**src/rtl/fifo_arb_pkg.sv**
```systemverilog
// Shared types and constants for the FIFO write-port arbiter.
package fifo_arb_pkg;

  typedef enum logic [0:0] {
    ST_IDLE,
    ST_BURST
  } arb_state_e;

  localparam int unsigned STALL_CNT_W = 16;

endpackage

```
**src/rtl/fifo_wr_arbiter_if.sv**
```systemverilog
// Producer/FIFO-side signal bundle of the write-port arbiter.
interface fifo_wr_arbiter_if #(
  parameter int unsigned NUM_REQ    = 4,
  parameter int unsigned DATA_WIDTH = 8
);

  localparam int unsigned IdW = $clog2(NUM_REQ);

  logic [NUM_REQ-1:0]            req_valid;
  logic [NUM_REQ*DATA_WIDTH-1:0] req_data;
  logic [NUM_REQ-1:0]            req_ready;
  logic                          full;
  logic                          wr_en;
  logic [DATA_WIDTH-1:0]         wr_data;
  logic [NUM_REQ-1:0]            grant;
  logic [IdW-1:0]                grant_id;
  logic                          busy;

  modport master (
    output req_valid, req_data, full,
    input  req_ready, wr_en, wr_data, grant, grant_id, busy
  );

  modport slave (
    input  req_valid, req_data, full,
    output req_ready, wr_en, wr_data, grant, grant_id, busy
  );

endinterface

```
**src/rtl/rr_pick.sv**
```systemverilog
// Round-robin picker: first set request searching upward from last_id+1, wrapping.
module rr_pick #(
  parameter int unsigned NUM_REQ = 4,
  parameter int unsigned IdW     = $clog2(NUM_REQ)
) (
  input  logic [NUM_REQ-1:0] req,
  input  logic [IdW-1:0]     last_id,
  output logic [NUM_REQ-1:0] pick,
  output logic [IdW-1:0]     pick_id
);

  logic           found;
  logic [IdW-1:0] idx;

  always_comb begin
    pick    = '0;
    pick_id = '0;
    found   = 1'b0;
    idx     = '0;
    for (int unsigned k = 1; k <= NUM_REQ; k++) begin
      idx = IdW'((32'(last_id) + k) % NUM_REQ);
      if (!found && req[idx]) begin
        pick[idx] = 1'b1;
        pick_id   = idx;
        found     = 1'b1;
      end
    end
  end

endmodule

```
**src/rtl/fifo_wr_arbiter.sv**
```systemverilog
// Round-robin bounded-burst arbiter for the async FIFO write port.
// Optional stall statistics counter enabled by defining FIFO_WR_ARB_STATS_EN.
module fifo_wr_arbiter
  import fifo_arb_pkg::*;
#(
  parameter int unsigned NUM_REQ    = 4,
  parameter int unsigned DATA_WIDTH = 8,
  parameter int unsigned MAX_BURST  = 4
) (
  input  logic                   clk,
  input  logic                   rst,
  fifo_wr_arbiter_if.slave       bus
`ifdef FIFO_WR_ARB_STATS_EN
  ,
  output logic [STALL_CNT_W-1:0] stall_cnt
`endif
);

  localparam int unsigned IdW  = $clog2(NUM_REQ);
  localparam int unsigned CntW = $clog2(MAX_BURST + 1);
  localparam logic [CntW-1:0] LastBeat = CntW'(MAX_BURST - 1);

  arb_state_e         state_q, state_d;
  logic [NUM_REQ-1:0] grant_q, grant_d;
  logic [IdW-1:0]     grant_id_q, grant_id_d;
  logic [IdW-1:0]     last_id_q, last_id_d;
  logic [CntW-1:0]    burst_cnt_q, burst_cnt_d;

  logic [NUM_REQ-1:0] pick;
  logic [IdW-1:0]     pick_id;
  logic               in_burst;
  logic               own_valid;
  logic               xfer;

  rr_pick #(
    .NUM_REQ (NUM_REQ),
    .IdW     (IdW)
  ) u_rr_pick (
    .req     (bus.req_valid),
    .last_id (last_id_q),
    .pick    (pick),
    .pick_id (pick_id)
  );

  assign in_burst  = (state_q == ST_BURST);
  assign own_valid = bus.req_valid[grant_id_q];
  assign xfer      = in_burst & own_valid & ~bus.full;

  // Gating ready by grant_q lets an asynchronous reset silence the write port without a clock.
  assign bus.wr_en     = xfer;
  assign bus.req_ready = xfer ? grant_q : '0;
  assign bus.wr_data   = bus.req_data[grant_id_q*DATA_WIDTH +: DATA_WIDTH];
  assign bus.grant     = grant_q;
  assign bus.grant_id  = grant_id_q;
  assign bus.busy      = in_burst;

  always_comb begin
    state_d     = state_q;
    grant_d     = grant_q;
    grant_id_d  = grant_id_q;
    last_id_d   = last_id_q;
    burst_cnt_d = burst_cnt_q;
    unique case (state_q)
      ST_IDLE: begin
        if (|bus.req_valid) begin
          state_d     = ST_BURST;
          grant_d     = pick;
          grant_id_d  = pick_id;
          last_id_d   = pick_id;
          burst_cnt_d = '0;
        end
      end
      ST_BURST: begin
        if (!own_valid) begin
          state_d = ST_IDLE;
          grant_d = '0;
        end else if (xfer) begin
          burst_cnt_d = burst_cnt_q + CntW'(1);
          if (burst_cnt_q == LastBeat) begin
            state_d = ST_IDLE;
            grant_d = '0;
          end
        end
      end
      default: begin
        state_d = ST_IDLE;
        grant_d = '0;
      end
    endcase
  end

  always_ff @(posedge clk or negedge rst) begin
    if (!rst) begin
      state_q     <= ST_IDLE;
      grant_q     <= '0;
      grant_id_q  <= '0;
      last_id_q   <= IdW'(NUM_REQ - 1);
      burst_cnt_q <= '0;
    end else begin
      state_q     <= state_d;
      grant_q     <= grant_d;
      grant_id_q  <= grant_id_d;
      last_id_q   <= last_id_d;
      burst_cnt_q <= burst_cnt_d;
    end
  end

`ifdef FIFO_WR_ARB_STATS_EN
  logic [STALL_CNT_W-1:0] stall_cnt_q, stall_cnt_d;

  always_comb begin
    stall_cnt_d = stall_cnt_q;
    if (in_burst && own_valid && bus.full && (stall_cnt_q != '1)) begin
      stall_cnt_d = stall_cnt_q + STALL_CNT_W'(1);
    end
  end

  always_ff @(posedge clk or negedge rst) begin
    if (!rst) begin
      stall_cnt_q <= '0;
    end else begin
      stall_cnt_q <= stall_cnt_d;
    end
  end

  assign stall_cnt = stall_cnt_q;
`endif

endmodule

```
**src/flat_wrapper.sv**
```systemverilog
// flat-port wrapper written by rule: the top's interface ports become plain ports
module fifo_wr_arbiter_flat import fifo_arb_pkg::*;
#(
  parameter int unsigned NUM_REQ    = 4,
  parameter int unsigned DATA_WIDTH = 8,
  parameter int unsigned MAX_BURST  = 4
)
  (clk, rst, bus_req_valid, bus_req_data, bus_full, bus_req_ready, bus_wr_en, bus_wr_data, bus_grant, bus_grant_id, bus_busy);
  fifo_wr_arbiter_if #(.NUM_REQ(NUM_REQ), .DATA_WIDTH(DATA_WIDTH)) bus_i ();
  input  logic clk;
  input  logic rst;
  input wire logic [$bits(bus_i.req_valid)-1:0] bus_req_valid;
  input wire logic [$bits(bus_i.req_data)-1:0] bus_req_data;
  input wire logic [$bits(bus_i.full)-1:0] bus_full;
  output wire logic [$bits(bus_i.req_ready)-1:0] bus_req_ready;
  output wire logic [$bits(bus_i.wr_en)-1:0] bus_wr_en;
  output wire logic [$bits(bus_i.wr_data)-1:0] bus_wr_data;
  output wire logic [$bits(bus_i.grant)-1:0] bus_grant;
  output wire logic [$bits(bus_i.grant_id)-1:0] bus_grant_id;
  output wire logic [$bits(bus_i.busy)-1:0] bus_busy;
  assign bus_i.req_valid = bus_req_valid;
  assign bus_i.req_data = bus_req_data;
  assign bus_i.full = bus_full;
  assign bus_req_ready = bus_i.req_ready;
  assign bus_wr_en = bus_i.wr_en;
  assign bus_wr_data = bus_i.wr_data;
  assign bus_grant = bus_i.grant;
  assign bus_grant_id = bus_i.grant_id;
  assign bus_busy = bus_i.busy;
  fifo_wr_arbiter #(.NUM_REQ(NUM_REQ), .DATA_WIDTH(DATA_WIDTH), .MAX_BURST(MAX_BURST)) u_core (.clk(clk), .rst(rst), .bus(bus_i));
endmodule
```
**config.mk**
```make
export PLATFORM = sky130hd
export DESIGN_NAME = fifo_wr_arbiter_flat
export DESIGN_NICKNAME = d
export VERILOG_FILES = /design/src/rtl/fifo_arb_pkg.sv /design/src/rtl/fifo_wr_arbiter_if.sv /design/src/rtl/rr_pick.sv /design/src/rtl/fifo_wr_arbiter.sv /design/src/flat_wrapper.sv
export SDC_FILE = /design/constraint.sdc
export NUM_CORES = 1
export LEC_CHECK = 0
export BUFFER_PORTS_ARGS = -buffer_cell sky130_fd_sc_hd__buf_2
export CAP_MARGIN = 15
export CORE_ASPECT_RATIO = 2
export CORE_MARGIN = 10
export CORE_UTILIZATION = 43
export CTS_BUF_LIST = sky130_fd_sc_hd__clkbuf_4 sky130_fd_sc_hd__clkbuf_8
export DETAILED_ROUTE_END_ITERATION = 10
export PLACE_DENSITY = 0.78
export SLEW_MARGIN = 20
export SYNTH_ARGS = -nofsm -noshare
export SYNTH_HDL_FRONTEND = slang
export SYNTH_SLANG_ARGS = --single-unit
```
**constraint.sdc**
```tcl
create_clock -name clk -period 2.95 [get_ports clk]
set_input_delay 0.1475 -clock clk [delete_from_list [all_inputs] [get_ports clk]]
set_output_delay 0.1475 -clock clk [all_outputs]
set_load 0.01 [all_outputs]
```
* Yosys cells after proc, flatten, opt, wreduce, memory -nomap -nowiden
Cells that the tools add are included.
** Cells by class
- $add $sub $neg :: 5
- $lt $le $gt $ge :: 9
- Equal/unequal tests :: 6
- Shift operators :: 1
- Mux-type cells :: 44
- Bitwise logic cells :: 7
- Reduce and logical (&&, ||, !) cells :: 14
** Operators with widths (number)
- two-way mux 4 bit :: 9
- indexed part select 32 x 6 -> 8 bit :: 1
- two-way mux 1 bit :: 16
- < comparator 2 x 3 -> 1 bit, second input constant :: 5
- bitwise OR 4 bit :: 3
- binary-select mux 1 bit (select 2 bit) :: 5
- two-way mux 3 bit :: 3
- demux 1 bit (select 2 bit) :: 4
- greater-or-equal comparator 2 x 1 -> 1 bit, second input constant :: 4
- two-way mux 2 bit :: 4
- case mux 4 bit (2 select lines) :: 1
- logical AND 1 bit :: 7
- != test 3 bit, second input constant :: 2
- case mux 3 bit (2 select lines) :: 1
- AND reduction 3 bit :: 2
- adder 2 x 1 -> 2 bit, second input constant :: 2
- adder 2 bit, second input constant :: 2
- != test 2 bit, second input constant :: 2
- OR reduction 4 bit :: 1
- adder 3 x 1 -> 3 bit, second input constant :: 1
- == test 3 x 2 -> 1 bit, second input constant :: 1
- logical NOT 1 bit :: 3
- bitwise AND 1 bit :: 2
- != test 2 x 1 -> 1 bit, second input constant :: 1
- 3 further kinds :: 4
** Word-level totals
- Flip-flop bits (word level) :: 12
- Input port bits :: 39
- Output and inout bits :: 20
- Logic and storage cells :: 91

* Logic depth before layout (Yosys ltp)
- Depth in word-level cells :: 15
- Depth in mapped cells :: 9
- Gate-level depth less buffers :: 7

* Hierarchy
Synthesis repeated with hierarchy kept, for this count alone.
** Second synthesis, totals
- Cells, all modules :: 142
- Area, all modules :: 1377.6 um^2
** By module, submodules not included
- fifo_wr_arbiter :: instances 1, cells each 74, area each 832.0 um^2, seq. area each 302.8 um^2
- rr_pick :: instances 1, cells each 68, area each 545.5 um^2, seq. area each 0.0 um^2

* Worst setup path after synthesis
Ideal clock, no wire load.
- Kind :: flip-flop to flip-flop
- From :: register u_core.last_id_q[0]
- To :: register u_core.grant_id_q[1], in the netlist u_core.bus.grant_id[1]
- Setup time :: 0.126 ns
- Arrival time :: 2.826 ns
- Data required time :: 2.824 ns
- Setup slack :: -0.002 ns
- Stages on the path, launching flop included :: 10
- Buffers on the path :: 2
- Period minus slack after synthesis :: 2.952 ns
- Cells stage by stage :: dfstp_2 > buf_2 > inv_1 > ha_1 > buf_2 > mux4_2 > or4b_4 > nand2_1 > a31oi_1 > a221o_1
** Between the ends
- Word-level cells in the longest chain between the ends :: 13
- Elaborated cells between the ends (all ways) :: 25
- Those cells by class :: add/sub: 4; mux: 15; reduce/logical: 6
** RTL lines
- start: declaration :: RTL line fifo_wr_arbiter.sv:26 : logic [IdW-1:0] last_id_q, last_id_d;
- start signal: assignment :: RTL line fifo_wr_arbiter.sv:97 : last_id_q <= IdW'(NUM_REQ - 1);
- start signal: assignment :: RTL line fifo_wr_arbiter.sv:103 : last_id_q <= last_id_d;
- adder 2 x 1 -> 2 bit :: RTL line rr_pick.sv:21 : idx = IdW'((32'(last_id) + k) % NUM_REQ);
- binary-select mux 1 bit (select 2 bit) :: RTL line rr_pick.sv:22 : if (!found && req[idx]) begin
- two-way mux 1 bit (not written as such) :: RTL line rr_pick.sv:22
- two-way mux 1 bit :: RTL line rr_pick.sv:22
- logical NOT 1 bit :: RTL line rr_pick.sv:22
- logical AND 1 bit :: RTL line rr_pick.sv:22
- two-way mux 1 bit :: RTL line rr_pick.sv:22
- logical NOT 1 bit :: RTL line rr_pick.sv:22
- logical AND 1 bit :: RTL line rr_pick.sv:22
- two-way mux 1 bit :: RTL line rr_pick.sv:22
- logical NOT 1 bit :: RTL line rr_pick.sv:22
- logical AND 1 bit :: RTL line rr_pick.sv:22
- two-way mux 2 bit * :: RTL line rr_pick.sv:22
- end signal: assignment :: RTL line fifo_wr_arbiter.sv:102 : grant_id_q <= grant_id_d;
- end: declaration :: RTL line fifo_wr_arbiter.sv:25 : logic [IdW-1:0] grant_id_q, grant_id_d;
Every way passes the cells marked *; elsewhere a longest branch is shown, timed or not. The select of a mux whose other input is x is not followed.
A chain may end at the register's enable or synchronous reset.

* Worst setup path after layout
Ends and elaborated chain as after synthesis.

==> results.tsv <==
stage	metric	value	unit
outcome	outcome	finished clean	
global_route	grt_pass1_vias	1253	
cells_and_area	area_growth	30.0	%
detailed_routing	viasPerCell	5.86	
placement	portBuffers	58	
global_route	grt_pass1_wl	6.04	mm
detailed_routing	routed_wl	3.82	mm
clock_tree	cts_buffer_depth	2	
cells_and_area	fill_cells	230	
clock_tree	cts_buffers	3	
logic_synthesis	syn_area	1230	µm²
floorplan	die_h	95.6	µm
worst_setup_path	endpoint_kind	register	
sta	setup_viol_count_final	0	
clock_tree	root_buffer	clkbuf_8	
pwr	sw_frac_of_total	44.5	%
floorplan	coreArea	2740	µm²
detailed_routing	drt_pass1_iterations	4	
detailed_routing	num_vias	1166	
clock_tree	cts.clk_slew.worst_paths	0.06	ns
placement	dp.final_hpwl	3.18	mm
sta	relSlewSlack	62.4	%
floorplan	pin_count	59	
clock_tree	clock-sinks	12	
worst_setup_path	worstPathArrival	2.75	ns
clock_tree	htreeDepth	1	
logic_synthesis	synth_simple_gate_area_share	15.3	%
worst_hold_path	hp-class	in -> reg	
sta	post-route-min-period	2.62	ns
logic_synthesis	syn_nets	161	
global_route	grt_max_degree	16	
detailed_routing	wl_per_cell	19.2	µm
placement	dpl_cell_area	1530	µm²
pwr	cellPowerDensity	1040	nW/µm²
floorplan	dieArea	5520	µm²
pwr	vdd_drop_max	0.000659	V
logic_synthesis	synth_xor_area_share	0.714	%
detailed_routing	remaining_drc_errors	0	
logic_synthesis	synth_warnings	0	
worst_setup_path	cp_max_fo	8	
worst_setup_path	critical_path_required	3.08	ns
sta	slew_violations	0	
logic_synthesis	synth_seq_cells	12	
logic_synthesis	synthAdderAreaFrac	10.2	%
worst_setup_path	cp-start-kind	register	
logic_synthesis	seq_area_frac_synth	24.7	%
floorplan	num_rows	27	
detailed_routing	drt_iter0_drc	49	
pwr	switchingPower	736	µW
sta	setup_tns	0	ns
cells_and_area	diodes	0	
logic_synthesis	synthCells	112	
floorplan	initial_core_util	44.9	%
pwr	internal_power	920	µW
cells_and_area	multiInputGateArea	852	µm²
logic_synthesis	synth_compound_gate_area_share	13.4	%
logic_synthesis	synth_top_family_by_area	multiplexers	
cells_and_area	postLayoutCellArea	1600	µm²
placement	gp_congestion	0.915	
global_route	grt.overflow.total	0	
worst_setup_path	path_class	reg -> reg	
clock_tree	cts_tree	done	
floorplan	die_w	57.8	µm
sta	tightest_slew	0.561	ns
clock_tree	cts_resized	0	
global_route	grt_usage	13.5	%
pwr	total_leakage_power	0.758	nW
clock_tree	insertion_delay	0.25	ns
pwr	clkPwrFrac	11.3	%
logic_synthesis	ys_types	32	
sta	fin_crit_sh	88.9	%
cells_and_area	regArea	303	µm²
logic_synthesis	muxShareOfSynthArea	29.9	%
sta	finalHoldViolations	0	
job	drv_cap	0	
sta	grt_setup_unrepaired	false	
global_route	antenna_found_initial	0	
cells_and_area	fin_nets	220	
logic_synthesis	syn_area_per_cell	11.0	µm²
sta	fmax	0.381	GHz
pwr	comb_power_share	69.6	%
pwr	seqPwrFrac	19.1	%
detailed_routing	ant_nets	0	
sta	fin_skew	0.00462	ns
cells_and_area	drive_gt1_share	51.2	%
stage by stage:
| step | hold slack [ns] | power, mW | setup slack [ns] | util, % | instances |
|---|---|---|---|---|---|
| after floorplan | -0.148 | 1.15 | 0.00310 | - | 112 |
| after global placement | 0.0427 | 1.41 | 0.404 | 55.9 | 194 |
| after detailed placement | 0.0475 | 1.46 | 0.342 | 55.9 | 194 |
| after CTS | 0.295 | 1.65 | 0.340 | 58.3 | 199 |
| after global routing | 0.330 | 1.78 | 0.225 | 58.3 | 199 |
| final | 0.289 | 1.66 | 0.329 | 58.3 | 199 |
critical path, stage by stage (launching register included):
cell	delay (ns)
dfstp_2	0.53
inv_1	0.11
ha_1	0.38
mux4_2	0.56
or4b_4	0.51
nand2_1	0.10
a31oi_1	0.05
a221o_1	0.26
state kept, by name (all words and copies together), names as in the netlist:
name	count
u_core.bus.grant_id	2
u_core.burst_cnt_q	3
u_core.last_id_q	2
u_core.bus.busy	1
u_core.bus.grant	4
Yosys cell counts:
| master | n | area [µm²] |
|---|---|---|
| mux4_2 | 13 | 293 |
| dfrtp_1 | 10 | 250 |
| ha_1 | 10 | 125 |
| nand2_1 | 9 | 33.8 |
| a221o_1 | 5 | 50.1 |
| inv_1 | 5 | 18.8 |
| nor2_1 | 5 | 18.8 |
| nor2b_1 | 5 | 31.3 |
| a221oi_1 | 4 | 35.0 |
| and2_1 | 4 | 25.0 |
| buf_2 | 4 | 20.0 |
| mux2i_1 | 4 | 40.0 |
| clkbuf_1 | 3 | 11.3 |
| mux2_2 | 3 | 33.8 |
| nand3_1 | 3 | 15.0 |
| nor3_1 | 3 | 15.0 |
| o21ai_0 | 3 | 15.0 |
| a21o_1 | 2 | 15.0 |
| buf_6 | 2 | 22.5 |
| dfstp_2 | 2 | 52.6 |
| o221ai_1 | 2 | 17.5 |
| a311oi_1 | 1 | 8.76 |
| a31oi_1 | 1 | 6.26 |
| nand2b_1 | 1 | 6.26 |
| nor2_2 | 1 | 6.26 |
| nor4_1 | 1 | 6.26 |
| o2111ai_1 | 1 | 8.76 |
| o211ai_1 | 1 | 7.51 |
| or2_2 | 1 | 6.26 |
| or4b_1 | 1 | 10.0 |
| or4b_4 | 1 | 13.8 |
| xnor2_1 | 1 | 8.76 |
path summary, 6_finish.rpt:
| path | start | slack (ns) | endpoint | cells past startpoint |
|---|---|---|---|---|
| min reg2reg | u_core.burst_cnt_q[0]$_DFFE_PN0P_ | 0.49 | u_core.burst_cnt_q[0]$_DFFE_PN0P_ | 1 |
| min | bus_full | 0.29 | u_core.bus.busy$_DFF_PN0_ | 4 |
| max | u_core.last_id_q[0]$_DFFE_PN1P_ | 0.33 | u_core.bus.grant_id[1]$_DFFE_PN0P_ | 7 |
| max in group asynchronous | rst | 2.37 | u_core.last_id_q[0]$_DFFE_PN1P_ | 2 |
| min in group asynchronous | rst | 0.31 | u_core.bus.grant[0]$_DFFE_PN0P_ | 2 |
| max reg2reg | u_core.last_id_q[0]$_DFFE_PN1P_ | 0.33 | u_core.bus.grant_id[1]$_DFFE_PN0P_ | 7 |
final cells by class:
cell class,instances,area share [%]
flip-flops and latches,12,19.0
inverters,5,1.18
well taps,29,2.27
repair buffers,63,20.7
multi-input cells,86,53.4
clock buffers,4,3.45
cells by family after synthesis:
family / count (synthesis)
AO/OA/AOI/OAI: 20
flip-flops: 12
AND/OR/NAND/NOR: 35
XOR/XNOR: 1
buffers and inverters: 14
adder cells (fa/ha/maj): 10
multiplexers: 20
metal layers:
metal | up-vias | wire [µm] | GRT usage, %
met2 | 35 | 2310 | 27.2
met4 | 0 | 68 | 5.91
met3 | 6 | 121 | 1.60
met5 | - | 0 | 0
li1 | 551 | - | -
met1 | 574 | 1330 | 12.7
power by group through the flow:
stage | registers, mW | clock network, mW | logic (mW)
5_1_grt | 0.327 | 0.193 | 1.26
3_5_place_dp | 0.319 | 0 | 1.15
2_1_floorplan | 0.321 | 0 | 0.825
6_report | 0.316 | 0.187 | 1.15
4_1_cts | 0.315 | 0.186 | 1.15
3_3_place_gp | 0.313 | 0 | 1.10
timing repair:
action | 4_1_cts | 5_1_grt
setup buffers | 0 | 0
endpoints found under the setup margin | 0 | 0
hold buffers | 1 | 0
hold endpoints to repair | 10 | 0
cell usage in the layout, fill, tap and decap left out, drive strengths merged, types with 2 or more instances in the layout:
master	n
a221oi	4
nand3	3
ha	10
nand2	9
dfrtp	10
buf	62
nor3	3
mux2	3
inv	5
nor2	6
clkbuf	4
or4b	2
nor2b	5
o221ai	2
and2	4
mux4	13
mux2i	4
a221o	5
a21o	2
dfstp	2
o21ai	3
No activity file was read; power rests on OpenSTA's default activity.
